$ cat config.mk
export PLATFORM = sky130hd
export DESIGN_NAME = pipe_hazard_ctrl
export DESIGN_NICKNAME = d
export VERILOG_FILES = /design/src/rtl/pipe_hazard_ctrl.sv
export SDC_FILE = /design/constraint.sdc
export NUM_CORES = 1
export LEC_CHECK = 0
export CAP_MARGIN = 40
export CORE_MARGIN = 1
export CORE_UTILIZATION = 40
export DETAILED_ROUTE_END_ITERATION = 8
export PLACE_DENSITY = 0.86
export SETUP_SLACK_MARGIN = 0.15
export SLEW_MARGIN = 0
export SYNTH_ARGS = -nofsm -noshare
export SYNTH_HDL_FRONTEND = slang
export SYNTH_SLANG_ARGS = --single-unit
$ cat constraint.sdc
create_clock -name clk -period 3.8 [get_ports clk]
set_input_delay 0.38 -clock clk [delete_from_list [all_inputs] [get_ports clk]]
set_output_delay 0.38 -clock clk [all_outputs]
set_load 0.1 [all_outputs]
$ cat src/rtl/pipe_hazard_ctrl.sv
// pipe_hazard_ctrl: stall/flush/bubble sequencing for the 5-stage pipeline
// (load-use interlock, E redirect, multi-cycle MUL/DIV, data-memory wait).
module pipe_hazard_ctrl #(
    parameter int MDU_LAT = 8,
    parameter int RA_W    = 5
) (
    input  logic            clk,
    input  logic            rst,
    input  logic            dec_i_valid,
    input  logic [RA_W-1:0] dec_i_rs1,
    input  logic [RA_W-1:0] dec_i_rs2,
    input  logic            dec_i_rs1_use,
    input  logic            dec_i_rs2_use,
    input  logic            exe_i_valid,
    input  logic [RA_W-1:0] exe_i_rd,
    input  logic            exe_i_is_load,
    input  logic            exe_i_is_mdu,
    input  logic            exe_i_redirect,
    input  logic            mem_i_req,
    input  logic            mem_i_ready,
    output logic            ctrl_o_stall_f,
    output logic            ctrl_o_stall_d,
    output logic            ctrl_o_flush_d,
    output logic            ctrl_o_stall_e,
    output logic            ctrl_o_bubble_e,
    output logic            ctrl_o_stall_m,
    output logic            ctrl_o_bubble_m,
    output logic            ctrl_o_bubble_w,
    output logic [1:0]      ctrl_o_state
);
    typedef enum logic [1:0] {RUN = 2'd0, MDU_WAIT = 2'd1, MEM_WAIT = 2'd2} state_t;

    state_t     state_q, state_d, ret_q, ret_d;
    logic [6:0] cnt_q, cnt_d;
    logic       mem_stall, mdu_go, redirect, load_use;

    assign mem_stall = mem_i_req & !mem_i_ready;
    assign mdu_go    = exe_i_valid & exe_i_is_mdu & (MDU_LAT >= 2);
    assign redirect  = exe_i_valid & exe_i_redirect;
    assign load_use  = exe_i_valid & exe_i_is_load & (exe_i_rd != '0) & dec_i_valid &
                       ((dec_i_rs1_use & (dec_i_rs1 == exe_i_rd)) |
                        (dec_i_rs2_use & (dec_i_rs2 == exe_i_rd)));
    assign ctrl_o_state = rst ? 2'd0 : state_q;

    always_comb begin
        ctrl_o_stall_f  = 1'b0;
        ctrl_o_stall_d  = 1'b0;
        ctrl_o_flush_d  = 1'b0;
        ctrl_o_stall_e  = 1'b0;
        ctrl_o_bubble_e = 1'b0;
        ctrl_o_stall_m  = 1'b0;
        ctrl_o_bubble_m = 1'b0;
        ctrl_o_bubble_w = 1'b0;
        state_d         = state_q;
        ret_d           = ret_q;
        cnt_d           = cnt_q;
        if (rst) begin
            ctrl_o_flush_d  = 1'b1;
            ctrl_o_bubble_e = 1'b1;
        end else if (mem_stall) begin
            {ctrl_o_stall_f, ctrl_o_stall_d, ctrl_o_stall_e, ctrl_o_stall_m} = 4'hf;
            ctrl_o_bubble_w = 1'b1;
            if (state_q != MEM_WAIT) begin
                ret_d   = state_q;
                state_d = MEM_WAIT;
            end
        end else if (state_q == MEM_WAIT) begin
            state_d = ret_q;
        end else if (state_q == MDU_WAIT) begin
            // cnt reaching zero lets the op leave E this cycle
            if (cnt_q != '0) begin
                {ctrl_o_stall_f, ctrl_o_stall_d, ctrl_o_stall_e, ctrl_o_bubble_m} = 4'hf;
                cnt_d = cnt_q - 7'd1;
            end else begin
                state_d = RUN;
            end
        end else if (mdu_go) begin
            {ctrl_o_stall_f, ctrl_o_stall_d, ctrl_o_stall_e, ctrl_o_bubble_m} = 4'hf;
            cnt_d   = 7'(MDU_LAT - 2);
            state_d = MDU_WAIT;
        end else if (redirect) begin
            ctrl_o_flush_d  = 1'b1;
            ctrl_o_bubble_e = 1'b1;
        end else if (load_use) begin
            ctrl_o_stall_f  = 1'b1;
            ctrl_o_stall_d  = 1'b1;
            ctrl_o_bubble_e = 1'b1;
        end
    end

    always_ff @(posedge clk) begin
        if (rst) begin
            state_q <= RUN;
            ret_q   <= RUN;
            cnt_q   <= '0;
        end else begin
            state_q <= state_d;
            ret_q   <= ret_d;
            cnt_q   <= cnt_d;
        end
    end
endmodule
==> results of run 1 <==
[cell usage after synthesis (all sizes together)]
cell	instances	share of area [%]
nor3	4	2.2
o2111ai	1	0.97
o21a	3	3.3
a31oi	5	3.5
a31o	1	0.97
xnor2	2	1.9
nand3	4	2.2
nand4b	1	0.97
inv	8	3.3
ha	4	5.5
mux2i	2	2.2
nor4	4	2.8
a21boi	2	1.7
nand4	1	0.69
clkbuf	2	0.83
and3	1	0.69
xor2	8	7.7
nand2	7	2.9
nand3b	1	0.83
nand2b	3	2.1
a311oi	1	0.97
a21o	1	0.83
and4	1	1.2
o31ai	1	0.83
buf	3	2.2
o21ai	8	5.7
and2	1	0.69
and3b	1	0.97
a32oi	1	0.97
dfxtp	11	24
o22ai	1	0.69
or3	1	0.83
or4	2	2.1
o211ai	1	0.83
nor2b	2	1.4
a21oi	6	3.3
o21bai	1	0.83
nor2	10	4.1
[tightest hold or removal path, cell delays in order, from the launching register on]
cell and delay, ns:
dfxtp_1 0.33, nand2_1 0.06, a21oi_1 0.05
[state kept, by name (all words and copies together), names as in the netlist]
register / count
cnt_q: 7
state_q: 2
ret_q: 2
[path summary, 6_finish.rpt]
| check | from | end | slack (ns) | cells past startpoint |
|---|---|---|---|---|
| worst max-delay path | cnt_q[2] | ctrl_o_stall_d | 1.33 | 5 |
| worst min-delay path | state_q[0] | ret_q[0] | 0.49 | 2 |
| worst max register to register | state_q[0] | cnt_q[5] | 1.98 | 6 |
| worst min register to register | state_q[0] | ret_q[0] | 0.49 | 2 |
[final cells by class]
type	count	area share (%)
multi-input cells	93	49.7
repair buffers	35	25.7
flip-flops and latches	11	17.4
well taps	27	2.67
inverters	8	2.38
clock buffers	4	2.08
[power by group through the flow]
stage / registers, uW / clock network, uW / logic (uW)
2_1_floorplan: 142 / 0 / 195
3_3_place_gp: 145 / 0 / 255
3_5_place_dp: 146 / 0 / 259
4_1_cts: 144 / 84.2 / 260
5_1_grt: 146 / 91.4 / 282
6_report: 144 / 81.6 / 260
[per-stage QoR]
step,util [%],hold WS [ns]
floorplan,-,0.448
global placement,60.6,0.466
detailed placement,60.6,0.482
CTS,61.9,0.495
global route,61.9,0.533
finish,61.9,0.491
[layer usage]
layer	part of all wire, %	up-vias	wire, um	global-route usage [%]
met5	0	-	0	0
met2	44	41	1020	32.2
met1	45	442	1050	26.9
met4	2.1	0	49	11.4
li1	-	501	-	-
met3	9.2	4	214	4.94
[placed cells by master (no fill, tap or decap), types with 2 or more instances in the layout]
cell type / instances
xnor2_1: 2
nand3_1: 4
mux2i_1: 2
dfxtp_1: 11
a31oi_1: 5
xor2_1: 8
inv_1: 8
nand2_1: 7
a21oi_1: 6
nor4_1: 4
buf_4: 10
ha_1: 4
clkdlybuf4s50_1: 25
o21ai_0: 7
nor2_1: 10
clkbuf_4: 3
a21boi_0: 2
nor2b_1: 2
o21a_1: 2
nand2b_1: 3
nor3_1: 4
[cell families after synthesis]
| logic type | count (synthesis) | synth area share (%) |
|---|---|---|
| multiplexers | 2 | 2.21 |
| buffers and inverters | 13 | 6.35 |
| flip-flops | 11 | 24.3 |
| adder cells (fa/ha/maj) | 4 | 5.53 |
| XOR/XNOR | 10 | 9.67 |
| AND/OR/NAND/NOR | 44 | 26.7 |
| AO/OA/AOI/OAI | 33 | 25.3 |
==> results.toml, run 1 <==
[finish]
nNetsFinal = 182
fillers = 190
fin_area_um2 = 1260
seq_area_um2 = 220
area_growth_syn_to_layout_pct = 39.5
multi_input_area_um2 = 628
drive_above_1_share_pct = 12.6
instances_no_fill = 178
antenna_cells = 0

[routing]
drt-initial-drc-count = 29
wl_per_cell_um = 13.1
drc = 0
drt-total-wl_um = 2340
postRouteAntennaNets = 0
num_vias = 988
drt_pre_antenna_iters = 4
vias_per_cell = 5.55

[setup_path]
crit_family = "simple AND/OR/NAND/NOR gates"
start_kind = "register"
cp.arrival_ns = 2.09
setup.worst_path.end_class = "output pin"
path_cells = "or4_4, o21a_4, a21oi_1, o22ai_1, buf_4"
crit_buf_inv = 1
crit_type = "register to output pin"
cpMaxStageDelayCell = "or4_4"
crit_required_ns = 3.42
cpPeakStageDelay_ns = 0.60
path_max_fanout = 7

[logic_synthesis]
synth_warnings = 0
synth_cells = 117
postSynthAreaPerCell_um2 = 7.74
synth_cell_types = 42
synth.ff_latch_count = 11
syn-num-nets = 147
ys_seq_area_share_pct = 24.3
synth_area_um2 = 906

[timing]
finalHoldViolCount = 0
layout_setup_ws_ns = 1.33
rsz0062_at_grt = "no"
fin_skew_ns = 0.00477
finalSetupTns_ns = 0
period_share_pct = 65.1
slew_headroom_pct = 66.8
fmax_mhz = 404
slew_viol_final = 0
tightest_slew_ns = 0.496
finalCriticalPeriod_ns = 2.47
setup_violations = 0

[power_and_ir_drop]
combPwrFrac_pct = 53.5
total_power_uw = 486
power_leakage_uw = 0.000491
p_int_uw = 269
power_frac_seq_pct = 29.7
p_sw_uw = 217
sw_frac_of_total_pct = 44.7
clkPwrFrac_pct = 16.8
powerDensity_nw_per_um2 = 384
ir_drop_v = 0.000230

[clocking]
cts_tree = "done"
cts_hold_buf = 0
cts_max_level = 1
path_clk_slew_ns = 0.07
cts_buffers = 3
clk_path_buf_depth = 2
cts_root_buf = "clkbuf_4"
cts.sinks = 11
cts_setup_buffers = 0
clk_latency_ns = 0.28
post_cts_resized = 0

[grt]
antenna_found_initial = 0
grt_pass1_vias = 898
grt_pass1_wl_um = 3910
overflow = 0
grt_max_degree = 15
track_usage_pct = 21.0

[floorplanning]
core_um2 = 2040
start_util_pct = 44.4
die_w_um = 49.6
die_h_um = 49.6
dieArea_um2 = 2460
fp-row-count = 16
ios = 36

[run_status]
status = "finished, final reports clean"

[job]
max_cap_violations = 0

[placement]
dp_hpwl_um = 1850
gp_congestion = 0.859
dp.cells = 174
dpl_cell_area_um2 = 1240
port_buffers = 35
dp_slack_ns = 1.39

[hold_path]
hp-class = "register to register"
Power figures use the tool's default switching activity.
==> run 2: changes to the inputs <==
==> constraint.sdc (replaced) <==
create_clock -name clk -period 2.5 [get_ports clk]
set_input_delay 0.25 -clock clk [delete_from_list [all_inputs] [get_ports clk]]
set_output_delay 0.25 -clock clk [all_outputs]
set_load 0.1 [all_outputs]
==> run 2 against run 1 <==
  * Register-to-register slack lost 1.5 ns
  * Utilization rose by 8.8 points
  * Final cell count is 1.1% higher
  * Sequential cell count did not move
  * First-iteration DRC count up 21%
  * Combinational power grew 79%
  * Clock power is 54% higher
  * Critical endpoint unchanged
  * Largest cell class unchanged
==> results.toml, run 2 (synthesized netlist as in run 1, its figures left out) <==
[run_status]
status = "finished, final reports clean"

[timing]
slew_viol_final = 0
tightest_slew_ns = 0.542
period_share_pct = 91.3
layout_setup_ws_ns = 0.218
whs_ns = 0.495
finalHoldViolCount = 0
finalCriticalPeriod_ns = 2.28
slew_headroom_pct = 63.7
fmax_mhz = 438
fin_skew_ns = 0.00335
setup_violations = 0
rsz0062_at_grt = "no"

[setup_path]
path_max_fanout = 7
setup.worst_path.end_class = "output pin"
start_kind = "register"
crit_required_ns = 2.25
cp.arrival_ns = 2.03
crit_type = "register to output pin"

[placement]
gp_congestion = 0.829
dp_hpwl_um = 2180
port_buffers = 35
dpl_cell_area_um2 = 1400
dp_slack_ns = 0.331
dp.cells = 176

[finish]
nNetsFinal = 184
drive_above_1_share_pct = 17.6
area_growth_syn_to_layout_pct = 59.4
regMostFlops = "cnt_q"
layout_common_cells = "clkdlybuf4s50_1 (25), dfxtp_1 (11), buf_12 (10), nor2_1 (9)"
largest_reg_flops = 7
fin_area_um2 = 1440
multi_input_area_um2 = 668
instances_no_fill = 180
final_common_cell = "clkdlybuf4s50_1"
fillers = 181
antenna_cells = 0
reg.largest.list = "cnt_q (7), ret_q (2), state_q (2)"
seq_area_um2 = 220

[routing]
drt-initial-drc-count = 35
drt-total-wl_um = 2910
num_vias = 1022
drt_pre_antenna_iters = 4
drc = 0
wl_per_cell_um = 16.2
vias_per_cell = 5.68
postRouteAntennaNets = 0

[grt]
grt_max_degree = 11
grt_util_met1_pct = 26.5
overflow = 0
track_usage_pct = 23.6
grt_pass1_wl_um = 4380
grt_pass1_vias = 1011
gr-usage-met2_pct = 41.9
grt-busiest-layer = "met2"
antenna_found_initial = 0
met3_usage_pct = 6.48

[clocking]
clk_latency_ns = 0.28
path_clk_slew_ns = 0.07
clk_path_buf_depth = 2
cts_tree = "done"
cts_setup_buffers = 0
cts_hold_buf = 0
cts.sinks = 11
cts_buffers = 3
cts_max_level = 1
cts_root_buf = "clkbuf_4"

[power_and_ir_drop]
powerDensity_nw_per_um2 = 562
p_sw_uw = 360
combPwrFrac_pct = 57.5
sw_frac_of_total_pct = 44.4
total_power_uw = 811
power_leakage_uw = 0.000546
power_frac_seq_pct = 27.0
ir_drop_v = 0.000379
p_int_uw = 451
clkPwrFrac_pct = 15.5

[hold_path]
hp-class = "register to register"

[job]
max_cap_violations = 0

[floorplanning]
die_w_um = 49.6
core_um2 = 2040
dieArea_um2 = 2460
fp-row-count = 16
die_h_um = 49.6
ios = 36
start_util_pct = 44.4
## run 2: cell count changes in the layout (fill, tap and decap cells not counted), sizes merged
cell / change
buf: +2
## run 2: layout make-up
| type | count | area share, % |
|---|---|---|
| inverter | 8 | 2.08 |
| sequential | 11 | 15.3 |
| tap | 27 | 2.34 |
| multi-input combinational | 93 | 46.3 |
| clock buffer | 4 | 1.82 |
| timing repair buffer | 37 | 32.2 |
## run 2: worst max-delay path, stage by stage, from the launching register on
cell	delay, ns
dfxtp_1	0.34
inv_1	0.08
ha_1	0.28
a21o_1	0.24
o21a_4	0.22
a21oi_4	0.07
o22ai_2	0.29
buf_12	0.22
## run 2: what timing repair did
action                     4_1_cts  5_1_grt
pin swaps                        0        1
gates resized for setup          1        2
setup endpoints to repair        1        3
cloned                           0        0
## run 2: power by group through the flow
| stage | sequential [uW] | combinational (uW) | clock, uW |
|---|---|---|---|
| 4_1_cts | 218 | 458 | 125 |
| 2_1_floorplan | 217 | 304 | 0 |
| 5_1_grt | 222 | 495 | 143 |
| 6_report | 219 | 466 | 126 |
| 3_5_place_dp | 222 | 453 | 0 |
| 3_3_place_gp | 220 | 440 | 0 |
## run 2: metrics by stage
| step | util, % | TNS (ns) |
|---|---|---|
| after global placement | 68.6 | 0 |
| after CTS | 70.1 | 0 |
| after detailed placement | 68.6 | 0 |
| after global routing | 70.7 | 0 |
| after floorplan | - | -0.189 |
| final | 70.7 | 0 |
## run 2: layer usage
layer	wire [um]	part of all wire, %
met5	0	0
met4	60	2.1
met3	255	8.8
met2	1390	48
met1	1210	42
## run 2: final timing paths
| path | from | end | slack (ns) | depth (start not counted) |
|---|---|---|---|---|
| min | ret_q[1] | state_q[1] | 0.49 | 2 |
| min reg2reg | ret_q[1] | state_q[1] | 0.49 | 2 |
| max reg2reg | state_q[0] | cnt_q[5] | 0.49 | 6 |
| max | state_q[1] | ctrl_o_stall_d | 0.22 | 7 |
